`config.mk`:
```
export PLATFORM = sky130hd
export DESIGN_NAME = mii_rx_nibble_packer_flat
export DESIGN_NICKNAME = d
export VERILOG_FILES = /design/src/rtl/mii_rx_nibble_packer_if.sv /design/src/rtl/mii_rx_nibble_packer.sv /design/src/flat_wrapper.sv
export SDC_FILE = /design/constraint.sdc
export NUM_CORES = 1
export LEC_CHECK = 0
export CORE_MARGIN = 10
export CORE_UTILIZATION = 50
export DETAILED_ROUTE_END_ITERATION = 8
export HOLD_SLACK_MARGIN = 0.02
export PLACE_DENSITY = 0.86
export SYNTH_ARGS = -nofsm -noshare
export SYNTH_HDL_FRONTEND = slang
export SYNTH_SLANG_ARGS = --single-unit
export TNS_END_PERCENT = 1
```
`constraint.sdc`:
```
create_clock -name InClock -period 4.01 [get_ports InClock]
set_input_delay 0.802 -clock InClock [delete_from_list [all_inputs] [get_ports InClock]]
set_output_delay 0.802 -clock InClock [all_outputs]
set_load 0.005 [all_outputs]
```
`src/rtl/mii_rx_nibble_packer_if.sv`:
```
// Nibble-in / byte-strobe-out bundle between the MII receive front end and the MII data buffer.
interface mii_rx_nibble_packer_if #(
  parameter int FLW_P = 11
);
  logic             RxNibEn;
  logic             RxDv;
  logic             RxEr;
  logic [3:0]       RxD;
  logic             OutMiiBusy;
  logic             OutMiiClkEn;
  logic             OutMiiDataEn;
  logic [7:0]       OutMiiData;
  logic             FrameDone;
  logic             FrameErr;
  logic             OverflowErr;
  logic [FLW_P-1:0] FrameLen;

  modport master (
    output RxNibEn, RxDv, RxEr, RxD, OutMiiBusy,
    input  OutMiiClkEn, OutMiiDataEn, OutMiiData, FrameDone, FrameErr, OverflowErr, FrameLen
  );

  modport slave (
    input  RxNibEn, RxDv, RxEr, RxD, OutMiiBusy,
    output OutMiiClkEn, OutMiiDataEn, OutMiiData, FrameDone, FrameErr, OverflowErr, FrameLen
  );
endinterface

```
`src/rtl/mii_rx_nibble_packer.sv`:
```
// Packs MII receive nibbles into a free-running byte-strobe stream, strips preamble/SFD,
// and flags framing, preamble, dribble, length and overflow errors.
module mii_rx_nibble_packer #(
  parameter int  TCo_C          = 1,
  parameter int  MinPreNib_C    = 7,
  parameter int  MaxFrameByte_C = 1522,
  localparam int FLW_C          = $clog2(MaxFrameByte_C + 1)
) (
  input  logic InClock,
  input  logic Reset_N,
  mii_rx_nibble_packer_if.slave bus
);
  localparam int               PCW_C     = $clog2(MinPreNib_C + 1);
  localparam logic [FLW_C-1:0] MaxLen_C  = FLW_C'(MaxFrameByte_C);
  localparam logic [PCW_C-1:0] MinPre_C  = PCW_C'(MinPreNib_C);

  // TCo_C only models clock-to-out in behavioural sims; it has no effect on this logic.
  if (TCo_C < 0) begin : g_tco_invalid
  end

  typedef enum logic [1:0] {IDLE, PRE, DATA, DRAIN} state_e;

  state_e           state_q, state_d;
  logic             nibph_q, nibph_d;
  logic [PCW_C-1:0] precnt_q, precnt_d;
  logic [3:0]       low_q, low_d;
  logic             clken_q, clken_d;
  logic             daten_q, daten_d;
  logic [7:0]       data_q, data_d;
  logic             done_q, done_d;
  logic             err_q, err_d;
  logic             ovf_q, ovf_d;
  logic [FLW_C-1:0] flen_q, flen_d;

  logic nib, is5, sfd_ok, len_full;
  assign nib      = bus.RxNibEn;
  assign is5      = (bus.RxD == 4'h5);
  assign sfd_ok   = (bus.RxD == 4'hD) && (precnt_q >= MinPre_C);
  assign len_full = (flen_q == MaxLen_C);

  always_ff @(posedge InClock or negedge Reset_N) begin
    if (!Reset_N) state_q <= IDLE;
    else          state_q <= state_d;
  end

  always_comb begin
    state_d = state_q;
    if (nib) begin
      case (state_q)
        IDLE:  if (bus.RxDv) state_d = is5 ? PRE : DRAIN;
        PRE: begin
          if (!bus.RxDv)      state_d = IDLE;
          else if (bus.RxEr)  state_d = DRAIN;
          else if (!is5)      state_d = sfd_ok ? DATA : DRAIN;
        end
        DATA: begin
          if (!bus.RxDv)      state_d = IDLE;
          else if (bus.RxEr)  state_d = DRAIN;
          else if (nibph_q && (len_full || bus.OutMiiBusy)) state_d = DRAIN;
        end
        DRAIN: if (!bus.RxDv) state_d = IDLE;
        default:              state_d = IDLE;
      endcase
    end
  end

  // Busy is sampled with the completing nibble so OverflowErr lines up with the byte strobe.
  always_comb begin
    nibph_d  = nibph_q;
    precnt_d = precnt_q;
    low_d    = low_q;
    clken_d  = 1'b0;
    daten_d  = daten_q;
    data_d   = data_q;
    done_d   = 1'b0;
    err_d    = 1'b0;
    ovf_d    = 1'b0;
    flen_d   = flen_q;
    if (nib) begin
      nibph_d = ~nibph_q;
      clken_d = nibph_q;
      if (nibph_q) begin
        daten_d = 1'b0;
        data_d  = 8'h00;
      end
      case (state_q)
        IDLE: begin
          if (bus.RxDv) begin
            if (is5) precnt_d = PCW_C'(1);
            else     err_d    = 1'b1;
          end
        end
        PRE: begin
          if (bus.RxDv) begin
            if (bus.RxEr) err_d = 1'b1;
            else if (is5) begin
              if (precnt_q < MinPre_C) precnt_d = precnt_q + PCW_C'(1);
            end else if (sfd_ok) begin
              nibph_d = 1'b0;
              flen_d  = '0;
            end else err_d = 1'b1;
          end
        end
        DATA: begin
          if (!bus.RxDv) begin
            done_d = 1'b1;
            err_d  = nibph_q;
          end else if (bus.RxEr) err_d = 1'b1;
          else if (!nibph_q)     low_d = bus.RxD;
          else if (len_full)     err_d = 1'b1;
          else begin
            daten_d = 1'b1;
            data_d  = {bus.RxD, low_q};
            flen_d  = flen_q + FLW_C'(1);
            if (bus.OutMiiBusy) begin
              ovf_d = 1'b1;
              err_d = 1'b1;
            end
          end
        end
        default: ;
      endcase
    end
  end

  always_ff @(posedge InClock or negedge Reset_N) begin
    if (!Reset_N) begin
      nibph_q  <= 1'b0;
      precnt_q <= '0;
      low_q    <= '0;
      clken_q  <= 1'b0;
      daten_q  <= 1'b0;
      data_q   <= '0;
      done_q   <= 1'b0;
      err_q    <= 1'b0;
      ovf_q    <= 1'b0;
      flen_q   <= '0;
    end else begin
      nibph_q  <= nibph_d;
      precnt_q <= precnt_d;
      low_q    <= low_d;
      clken_q  <= clken_d;
      daten_q  <= daten_d;
      data_q   <= data_d;
      done_q   <= done_d;
      err_q    <= err_d;
      ovf_q    <= ovf_d;
      flen_q   <= flen_d;
    end
  end

  assign bus.OutMiiClkEn  = clken_q;
  assign bus.OutMiiDataEn = daten_q;
  assign bus.OutMiiData   = data_q;
  assign bus.FrameDone    = done_q;
  assign bus.FrameErr     = err_q;
  assign bus.OverflowErr  = ovf_q;
  assign bus.FrameLen     = flen_q;
endmodule

```
`src/flat_wrapper.sv`:
```
// flat-port wrapper written by rule: the top's interface ports become plain ports
module mii_rx_nibble_packer_flat 
#(
  parameter int  TCo_C          = 1,
  parameter int  MinPreNib_C    = 7,
  parameter int  MaxFrameByte_C = 1522,
  localparam int FLW_C          = $clog2(MaxFrameByte_C + 1)
)
  (InClock, Reset_N, bus_RxNibEn, bus_RxDv, bus_RxEr, bus_RxD, bus_OutMiiBusy, bus_OutMiiClkEn, bus_OutMiiDataEn, bus_OutMiiData, bus_FrameDone, bus_FrameErr, bus_OverflowErr, bus_FrameLen);
  mii_rx_nibble_packer_if #(.FLW_P(11)) bus_i ();
  input  logic InClock;
  input  logic Reset_N;
  input wire logic [$bits(bus_i.RxNibEn)-1:0] bus_RxNibEn;
  input wire logic [$bits(bus_i.RxDv)-1:0] bus_RxDv;
  input wire logic [$bits(bus_i.RxEr)-1:0] bus_RxEr;
  input wire logic [$bits(bus_i.RxD)-1:0] bus_RxD;
  input wire logic [$bits(bus_i.OutMiiBusy)-1:0] bus_OutMiiBusy;
  output wire logic [$bits(bus_i.OutMiiClkEn)-1:0] bus_OutMiiClkEn;
  output wire logic [$bits(bus_i.OutMiiDataEn)-1:0] bus_OutMiiDataEn;
  output wire logic [$bits(bus_i.OutMiiData)-1:0] bus_OutMiiData;
  output wire logic [$bits(bus_i.FrameDone)-1:0] bus_FrameDone;
  output wire logic [$bits(bus_i.FrameErr)-1:0] bus_FrameErr;
  output wire logic [$bits(bus_i.OverflowErr)-1:0] bus_OverflowErr;
  output wire logic [$bits(bus_i.FrameLen)-1:0] bus_FrameLen;
  assign bus_i.RxNibEn = bus_RxNibEn;
  assign bus_i.RxDv = bus_RxDv;
  assign bus_i.RxEr = bus_RxEr;
  assign bus_i.RxD = bus_RxD;
  assign bus_i.OutMiiBusy = bus_OutMiiBusy;
  assign bus_OutMiiClkEn = bus_i.OutMiiClkEn;
  assign bus_OutMiiDataEn = bus_i.OutMiiDataEn;
  assign bus_OutMiiData = bus_i.OutMiiData;
  assign bus_FrameDone = bus_i.FrameDone;
  assign bus_FrameErr = bus_i.FrameErr;
  assign bus_OverflowErr = bus_i.OverflowErr;
  assign bus_FrameLen = bus_i.FrameLen;
  mii_rx_nibble_packer #(.TCo_C(TCo_C), .MinPreNib_C(MinPreNib_C), .MaxFrameByte_C(MaxFrameByte_C)) u_core (.InClock(InClock), .Reset_N(Reset_N), .bus(bus_i));
endmodule
```
Word-level counts from Yosys, hierarchy flattened. Cells that the tools add are included.

Register bits: 34. Input port bits: 10. Output and inout bits: 24. Word-level logic and storage cells: 115.

$add $sub $neg: 2. Magnitude comparators: 2. Eq/ne operators: 21. Multiplexer cells: 67. Bitwise gates (word level): 2. Reductions and logical operators: 10.

Operators by type and width (number): 2-to-1 mux 11 bit (8); 2-to-1 mux 8 bit (6); 2-to-1 mux 1 bit (34); one-hot mux 11 bit (2 select lines) (1); 2-to-1 mux 2 bit (9); 2-to-1 mux 3 bit (6); inequality test 2 bit, second input constant (8); adder 11 x 1 -> 11 bit, second input constant (1); == test 11 bit, second input constant (1); inequality test 2 x 1 -> 1 bit, second input constant (5); AND reduction 10 bit (1); AND reduction 5 bit (2); one-hot mux 2 bit (4 select lines) (1); AND reduction 8 bit (1); one-hot mux 3 bit (2 select lines) (1); == test 2 bit, second input constant (2); == test 4 x 3 -> 1 bit, second input constant (1); == test 4 bit, second input constant (1); inequality test 4 x 3 -> 1 bit, second input constant (1); inequality test 4 bit, second input constant (1); nonzero test 2 bit (2); adder 3 x 1 -> 3 bit, second input constant (1); greater-or-equal comparator 3 bit, second input constant (1); less-than comparator 3 bit, second input constant (1); other kinds (6) (8).

Longest topological paths before layout. Gate-level depths: netlist of the first run.

Depth after elaboration: 8. Depth in mapped cells: 6. Gate-level depth less buffers: 6.

Worst setup path before layout of the first run. OpenSTA, ideal clock, no wires.

Path kind: input -> register. From: input port bus_RxDv. To: register u_core.flen_q[9] (netlist: u_core.bus.FrameLen[9]). Library setup time: 0.119 ns. Arrival time: 2.001 ns. Required time: 3.891 ns. Path slack: 1.890 ns. Stages on the path: 5. Buffers on the path: 1. Cell sequence: buf_2 > nand3b_1 > or3_2 > o31a_1 > o21ba_2.

Word-level cells in the longest chain between the ends: 2. Elaborated cells between the ends (all ways): 3. Those cells by class: eq/ne: 2; reduce/logical: 1.

RTL lines: start, declared (RTL line flat_wrapper.sv:14) `input wire logic [$bits(bus_i.RxDv)-1:0] bus_RxDv;`; inequality test 2 bit (no source line); AND reduction 10 bit (no source line) (*); end signal, assigned (RTL line mii_rx_nibble_packer.sv:148) `flen_q <= flen_d;`; end, declared (RTL line mii_rx_nibble_packer.sv:33) `logic [FLW_C-1:0] flen_q, flen_d;`.

Mark *: on every way between the ends. The rest lies on a longest branch, timed or not. A chain may end at the register's enable or synchronous reset.

Final worst setup path of the first run.
From: input port bus_RxNibEn. To: register u_core.flen_q[1] (netlist: u_core.bus.FrameLen[1]).

Word-level cells in the longest chain between the ends: 1.

RTL lines: start, declared (RTL line flat_wrapper.sv:13) `input wire logic [$bits(bus_i.RxNibEn)-1:0] bus_RxNibEn;`; AND reduction 10 bit (no source line).

Every way passes these cells.

==> flow_summary.json, run 1 <==
{
  "synth_top_area_share_pct": 49.7,
  "insertion_delay_ns": 0.35,
  "synth_most_common_cell": "dfrtp_1",
  "crit_arrival_ns": 2.79,
  "peakVddDrop_mv": 0.186,
  "drc_errors": 0,
  "synth_edf_count": 0,
  "syn-num-nets": 174,
  "hold_path_class": "flop to flop",
  "rr_worst_depth": 4,
  "syn_inst": 160,
  "nNetsFinal": 209,
  "antenna_found_initial": 0,
  "rrSetupSlack_ns": 2.15,
  "core-area_um2": 3310,
  "wl_um": 4160,
  "power_frac_comb_pct": 19.6,
  "initial_core_util_pct": 51.7,
  "outcome": "completed",
  "r2r_start": "u_core.state_q[0]",
  "dp_cells": 234,
  "clock-root-buffer": "clkbuf_4",
  "wl_per_cell_um": 17.2,
  "relSlewSlack_pct": 61.8,
  "synth_top_area_cell": "dfrtp_1",
  "hold_buffers": 0,
  "yosysSeqAreaShare_pct": 49.7,
  "grt_pass1_wl_um": 7160,
  "grt_start_max_net_pins": 35,
  "sw_frac_of_total_pct": 28.7,
  "drt_iter0_markers": 169,
  "vias": 1433,
  "drive_above_1_share_pct": 13.3,
  "dieArea_um2": 6160,
  "worstSetupStartpointType": "primary input",
  "final_max_slew_viol_count": 0,
  "postRouteAntennaNets": 0,
  "path_clk_slew_ns": 0.10,
  "holdPathStages": 1,
  "p_leak_nw": 0.932,
  "ff_latch_area_um2": 851,
  "fillers": 270,
  "crit_type": "primary input to flop",
  "dpl_cell_area_um2": 2080,
  "cp_max_fo": 12,
  "grt-ovfl-total": 0,
  "tritoncts": "done",
  "async_flop_share_pct": 100,
  "synth_commonest_cells": "34 x dfrtp_1, 13 x nand2_1, 9 x nor2_1",
  "gp_congestion": 0.875,
  "tightest_slew_ns": 0.565,
  "finalSetupTns_ns": 0,
  "synth_cell_type_count": 45,
  "setup_slack_ns": 1.50,
  "finClkSkew_ns": 0.00833,
  "multi_input_area_um2": 802,
  "regToRegEndpoint": "u_core.bus.FrameLen[1]",
  "first_pass_iters": 4,
  "core.rowCount": 21,
  "synthTopCellsByArea": "dfrtp_1 50%, a22o_1 4.1%, mux2_2 3.3%, ha_1 2.9%, nand2_1 2.9%",
  "fp.dieW_um": 78.5,
  "p_per_area_nw_per_um2": 387,
  "instances_no_fill": 242,
  "report.final.hold_viol_count": 0,
  "synth_flop_cell": "dfrtp_1",
  "vias_per_cell": 5.92,
  "final_core_utilization_pct": 65.2,
  "htreeDepth": 2,
  "die_h_um": 78.5,
  "grt.total_usage_pct": 14.5,
  "max-clock-path-buffers": 2,
  "cp-end-kind": "flop",
  "port_buffers": 33,
  "grt_pass1_vias": 1472,
  "antenna_cells": 0,
  "setup_viol": 0,
  "cts.sinks": 34,
  "synth_seq_cells": 34,
  "pin_count": 34,
  "pwr-share-seq_pct": 51.4,
  "intPower_mw": 0.594,
  "p_sw_mw": 0.240,
  "cts_resized": 0,
  "dp_slack_ns": 1.16,
  "finalCritPeriodShare_pct": 62.6,
  "post_cts_buffers": 0,
  "ys_warn_count": 0,
  "rsz0062_at_grt": "false",
  "max_freq_ghz": 0.398,
  "maxCapViolations": 0,
  "cp.required_ns": 4.29,
  "dp_hpwl_um": 3050,
  "syn-cell-area_um2": 1710,
  "design_area_um2": 2160,
  "clock_power_share_pct": 28.9,
  "area_growth_pct": 26.1,
  "cts_inserted_buffers": 5,
  "syn_avg_cell_area_um2": 10.7,
  "fin_crit_ns": 2.51
}
==> power by group through the flow <==
stage	logic, mW	registers (mW)	clock network, mW
after detailed placement	0.165	0.434	0
after global placement	0.157	0.431	0
after global routing	0.185	0.437	0.260
after floorplan	0.0907	0.423	0
after CTS	0.166	0.428	0.244
final	0.164	0.429	0.241
==> area by class of cell <==
type	instances	area share, %
Timing Repair Buffer	34	15.7
Tap cell	46	2.67
Sequential cell	34	39.4
Clock buffer	8	3.65
Inverter	8	1.39
Multi-Input combinational cell	112	37.2
==> routing by layer <==
| layer | track usage, % | routed length (µm) | vias to the layer above | part of all wire [%] |
|---|---|---|---|---|
| met5 | 0 | 0 | - | 0 |
| met4 | 6.09 | 73 | 0 | 1.8 |
| met3 | 8.20 | 445 | 8 | 11 |
| met2 | 21.9 | 1930 | 55 | 46 |
| met1 | 16.5 | 1710 | 711 | 41 |
| li1 | - | - | 659 | - |
==> worst max-delay path: stages <==
cell             delay, ns
clkdlybuf4s50_1       0.77
nand3b_4              0.15
or2_0                 0.36
nor2_2                0.46
mux2i_1               0.25
==> cell usage in the layout, fill, tap and decap left out, drive strengths merged, types with 3 or more instances in the layout <==
cell	instances
inv	8
a22o	8
nand2	13
a31o	4
dfrtp	34
nand4	4
ha	4
clkdlybuf4s50	33
o21ai	5
mux2i	4
nor4	5
nand3b	3
clkbuf	8
xnor2	5
a21oi	6
nor2	10
nand3	6
and4	3
mux2	5
==> logic make-up (layout without fill, tap and decap cells) <==
| family | after synthesis | count (layout) | synth area share [%] |
|---|---|---|---|
| AND/OR/NAND/NOR | 63 | 63 | 22.7 |
| flip-flops | 34 | 34 | 49.7 |
| AO/OA/AOI/OAI | 31 | 31 | 13.1 |
| buffers and inverters | 14 | 50 | 3.36 |
| multiplexers | 9 | 9 | 5.63 |
| XOR/XNOR | 5 | 5 | 2.56 |
| adder cells (fa/ha/maj) | 4 | 4 | 2.93 |
==> metrics by stage <==
step                power, mW  hold slack [ns]
finish                  0.834            0.484
global route            0.882            0.523
CTS                     0.838            0.491
detailed placement      0.600            0.468
floorplan               0.514            0.467
global placement        0.588            0.471
==> worst max-delay path by stage <==
stage / start / endpoint / depth (start not counted)
3_3_place_gp: bus_RxNibEn / u_core.bus.FrameLen[9] / 5
4_1_cts: bus_RxNibEn / u_core.bus.FrameLen[1] / 5
3_5_place_dp: bus_RxNibEn / u_core.bus.FrameLen[1] / 5
6_report: bus_RxNibEn / u_core.bus.FrameLen[1] / 5
5_1_grt: bus_RxNibEn / u_core.bus.FrameLen[1] / 5
2_1_floorplan: bus_RxDv / u_core.bus.FrameLen[9] / 5
Note: power is estimated with default switching activity, not from simulation.
==> inputs of run 2 (changes only) <==
Clock period 4.01 ns to 2.45 ns, I/O delays scaled along.
==> run 2 against run 1 <==
Effect of this change: design area is 1.6% higher; power grew 56%; critical path depth fell by 4; sequential cell count unchanged; clock power rose by 35%; utilization increased by 1.0 points; first-iteration DRC count rose by 31%; setup slack lost 0.96 ns; non-clock buffer count rose by 7; sequential share of layout area shrank 0.61 points; critical path type is now flop to output port; critical endpoint is now bus_FrameLen[4]; largest power group unchanged; highest routed layer unchanged.
==> flow_summary.json, run 2 (synthesis gave the netlist of run 1 again) <==
{
  "outcome": "completed",
  "drt_iter0_markers": 221,
  "htreeDepth": 2,
  "setup_viol": 0,
  "cp_max_fo": 9,
  "path_delay_family": "buffers and inverters",
  "dieArea_um2": 6160,
  "relSlewSlack_pct": 69.2,
  "fin_crit_ns": 1.91,
  "rrSetupSlack_ns": 0.62,
  "core-area_um2": 3310,
  "cp.required_ns": 1.96,
  "core.rowCount": 21,
  "wl_um": 4100,
  "worstSetupStartpointType": "flop",
  "cp-end-kind": "output port",
  "p_per_area_nw_per_um2": 595,
  "max_freq_ghz": 0.522,
  "finClkSkew_ns": 0.00735,
  "sw_frac_of_total_pct": 29.4,
  "area_growth_pct": 28.1,
  "finalCritPeriodShare_pct": 78.1,
  "cts_resized": 0,
  "peakVddDrop_mv": 0.445,
  "fp.dieW_um": 78.5,
  "fillers": 280,
  "nNetsFinal": 216,
  "post_cts_buffers": 0,
  "final_max_slew_viol_count": 0,
  "dp_hpwl_um": 3070,
  "drive_above_1_share_pct": 15.8,
  "cpMaxStageDelayCell": "clkdlybuf4s50_1",
  "antenna_cells": 0,
  "crit_type": "flop to output port",
  "grt-ovfl-total": 0,
  "max-clock-path-buffers": 2,
  "cts.sinks": 34,
  "cpPeakStageDelay_ns": 0.57,
  "dp_cells": 241,
  "grt_pass1_vias": 1438,
  "grt_pass1_wl_um": 6980,
  "ff_latch_area_um2": 851,
  "path_cells": "clkdlybuf4s50_1",
  "first_pass_iters": 4,
  "r2r_start": "u_core.state_q[0]",
  "drc_errors": 0,
  "wl_per_cell_um": 16.5,
  "clock-root-buffer": "clkbuf_4",
  "clock_power_share_pct": 25.0,
  "gp_congestion": 0.969,
  "cts_inserted_buffers": 5,
  "final_common_cell": "dfrtp_1",
  "path_clk_slew_ns": 0.10,
  "grt_start_max_net_pins": 35,
  "intPower_mw": 0.920,
  "tightest_slew_ns": 0.462,
  "crit_path_start": "u_core.bus.FrameLen[4]",
  "layout_common_cells": "34 x dfrtp_1, 33 x clkdlybuf4s50_1, 13 x nand2_1",
  "antenna_found_initial": 0,
  "setup_slack_ns": 0.536,
  "grt.total_usage_pct": 14.0,
  "die_h_um": 78.5,
  "hold_buffers": 0,
  "finalSetupTns_ns": 0,
  "power_frac_comb_pct": 20.9,
  "pin_count": 34,
  "cp.buffers_inverters": 1,
  "vias": 1424,
  "pwr-share-seq_pct": 54.0,
  "instances_no_fill": 249,
  "hold_path_class": "flop to flop",
  "port_buffers": 33,
  "postRouteAntennaNets": 0,
  "multi_input_area_um2": 802,
  "p_leak_nw": 0.958,
  "initial_core_util_pct": 51.7,
  "p_sw_mw": 0.383,
  "rsz0062_at_grt": "false",
  "tritoncts": "done",
  "report.final.hold_viol_count": 0,
  "dp_slack_ns": 0.185,
  "maxCapViolations": 0,
  "insertion_delay_ns": 0.34,
  "crit_arrival_ns": 1.42,
  "vias_per_cell": 5.72
}
[run 2: changes by cell type in the layout (fill, tap and decap cells not counted)]
cell / previous run / this run
clkbuf_1: 0 / 1
clkbuf_8: 3 / 1
buf_4: 1 / 8
clkinv_2: 0 / 1
[run 2: final timing paths]
| check | to | cells after the start |
|---|---|---|
| setup / recovery | bus_FrameLen[4] | 1 |
| hold / removal | flop | 1 |
| setup reg to reg | u_core.bus.FrameLen[9] | 4 |
| hold reg to reg | flop | 1 |
| max in group asynchronous | asynchronous set/reset pin | 2 |
| min in group asynchronous | u_core.bus.FrameLen[8] | 2 |
[run 2: area by class of cell]
cell class,instances,area share (%)
inverters,8,1.37
clock inverters,1,0.228
well taps,46,2.63
multi-input cells,112,36.6
flip-flops and latches,34,38.8
repair buffers,41,17.8
clock buffers,7,2.51
[run 2: per-layer routing]
metal	track usage (%)	routed length [µm]
met1	16.3	1710
met5	0	0
met3	6.83	375
met4	4.84	52
met2	22.1	1970
[run 2: power groups by stage]
stage | combinational, mW | clock (mW) | sequential, mW
floorplan | 0.148 | 0 | 0.693
global placement | 0.263 | 0 | 0.704
detailed placement | 0.276 | 0 | 0.713
CTS | 0.277 | 0.334 | 0.701
global route | 0.309 | 0.364 | 0.716
finish | 0.273 | 0.326 | 0.704
[run 2: metrics by stage]
step	utilization, %	hold WS (ns)	total power, mW	cell area (µm²)
after CTS	66.2	0.496	1.31	2190
after floorplan	-	0.194	0.841	1710
after global routing	66.2	0.502	1.39	2190
after global placement	64.4	0.467	0.967	2130
after detailed placement	64.4	0.474	0.989	2130
final	66.2	0.489	1.30	2190
==> inputs of run 3 (changes only) <==
Settings changed: CORE_UTILIZATION 50 to 46, PLACE_DENSITY 0.86 to 0.83.
Clock period 2.45 ns to 1.55 ns, I/O delays scaled along.
==> run 3 against run 2 <==
Effect of this change: the run now ends with setup timing left; setup slack worse by 0.60 ns; critical path depth is 4 higher; die area is 6.4% higher; first-iteration DRC count is 39% lower; register-to-register slack worse by 0.68 ns; via count is 8.3% higher; clock-buffer cell count is 2 lower; non-clock buffer count is 36 higher; power is 76% higher; sequential share of layout area is 6.0 points lower; largest power group unchanged.
==> flow_summary.json, run 3 (synthesis gave the netlist of run 1 again) <==
{
  "rsz0062_at_grt": "true",
  "finClkSkew_ns": 0.00748,
  "whs_ns": 0.384,
  "wl_um": 4710,
  "cts.sinks": 34,
  "die_h_um": 81.0,
  "fin_crit_ns": 1.61,
  "r2r_start": "u_core.bus.FrameLen[2]",
  "antenna_found_initial": 0,
  "instances_no_fill": 286,
  "final_max_slew_viol_count": 0,
  "worstSetupStartpointType": "flop",
  "initial_core_util_pct": 47.1,
  "postRouteAntennaNets": 0,
  "max-clock-path-buffers": 2,
  "gp_congestion": 0.867,
  "drive_above_1_share_pct": 35.3,
  "cp.required_ns": 1.74,
  "antenna_cells": 0,
  "dp_cells": 274,
  "peakVddDrop_mv": 0.721,
  "grt_start_max_net_pins": 35,
  "maxCapViolations": 0,
  "pin_count": 34,
  "wl_per_cell_um": 16.5,
  "grt.total_usage_pct": 15.2,
  "grt_pass1_vias": 1639,
  "final_common_cell": "buf_4",
  "hold_path_class": "primary input to flop",
  "first_pass_iters": 4,
  "relSlewSlack_pct": 76.5,
  "violations": "setup timing",
  "report.final.hold_viol_count": 0,
  "max_freq_ghz": 0.620,
  "dieArea_um2": 6560,
  "fillers": 281,
  "drt_iter0_markers": 134,
  "grt-ovfl-total": 0,
  "core-area_um2": 3630,
  "vias_per_cell": 5.39,
  "htreeDepth": 2,
  "p_leak_nw": 1.28,
  "tritoncts": "done",
  "insertion_delay_ns": 0.29,
  "vias": 1542,
  "path_clk_slew_ns": 0.07,
  "cp-end-kind": "flop",
  "layout_common_cells": "39 x buf_4, 32 x dfrtp_1, 15 x clkdlybuf4s50_1",
  "drc_errors": 0,
  "tightest_slew_ns": 0.349,
  "fp.dieW_um": 81.0,
  "core.rowCount": 22,
  "clock-root-buffer": "clkbuf_8",
  "cts_inserted_buffers": 5,
  "min_from": "bus_RxD[0]",
  "area_growth_pct": 52.2,
  "dp_hpwl_um": 3230,
  "finalCritPeriodShare_pct": 104,
  "crit_arrival_ns": 1.80,
  "setup_slack_ns": -0.0620,
  "nNetsFinal": 252,
  "port_buffers": 33,
  "crit_type": "flop to flop",
  "p_per_area_nw_per_um2": 880,
  "setup_viol": 10,
  "grt_pass1_wl_um": 7750,
  "cp_max_fo": 6,
  "crit_path_start": "u_core.bus.FrameLen[2]",
  "outcome": "finished with violations"
}
[run 3: changes by cell type in the layout (fill, tap and decap cells not counted), moves of 4 or more]
cell             change
dlymetal6s2s_1       +6
clkbuf_8             +4
clkbuf_4             -5
buf_4               +31
clkdlybuf4s50_1     -18
dlygate4sd2_1       +12
[run 3: layout make-up]
cell class              count  area, µm²  share of cell area [%]
clock buffers               5       68.8                    2.64
repair buffers             77        697                    26.8
inverters                   8       30.0                    1.15
multi-input cells         112        883                    33.9
flip-flops and latches     34        853                    32.8
well taps                  48       60.1                    2.31
clock inverters             2       10.0                   0.385
[run 3: metrics by stage]
step / instance area [µm²] / utilization, % / setup TNS [ns] / setup WS [ns] / total power, mW
2_1_floorplan: 1720 / - / -0.0827 / -0.0495 / 1.33
3_3_place_gp: 2390 / 65.9 / -9.30 / -0.448 / 1.64
3_5_place_dp: 2390 / 65.9 / -10.08 / -0.514 / 1.66
4_1_cts: 2540 / 69.8 / -0.303 / -0.0829 / 2.30
5_1_grt: 2600 / 71.6 / -1.32 / -0.132 / 2.43
6_report: 2600 / 71.6 / -0.208 / -0.0620 / 2.29
[run 3: path summary, 6_finish.rpt]
| path | end | slack, ns | cells past startpoint |
|---|---|---|---|
| max in group asynchronous | u_core.bus.FrameLen[4] | 0.96 | 2 |
| worst max register to register | u_core.bus.FrameLen[9] | -0.06 | 5 |
| worst min register to register | flop | 0.50 | 1 |
| worst min-delay path | flop | 0.38 | 2 |
| min in group asynchronous | u_core.bus.FrameLen[1] | 0.39 | 2 |
| worst max-delay path | u_core.bus.FrameLen[9] | -0.06 | 5 |
[run 3: metal layers]
metal	vias up	wire, µm	GRT usage (%)
li1	750	-	-
met1	737	2020	16.7
met2	42	2250	25.6
met3	13	289	5.08
met4	0	140	7.96
met5	-	0	0
[run 3: where the power goes]
group	total [mW]	leakage (nW)	switching [mW]	internal [mW]
combinational	0.586	0.797	0.260	0.326
sequential	1.07	0.440	0.0788	0.994
clock	0.632	0.0438	0.331	0.301
[run 3: worst max-delay path, stage by stage, from the launching register on]
cell and delay, ns:
dfrtp_1 0.42, buf_4 0.18, nand2_1 0.09, or3_4 0.33, o31a_1 0.27, o21ba_2 0.21
[run 3: timing repair]
item,CTS,global route
pin swaps,11,5
setup buffers,4,1
setup endpoints to repair,40,28
resized for setup,28,15
hold buffers,0,0
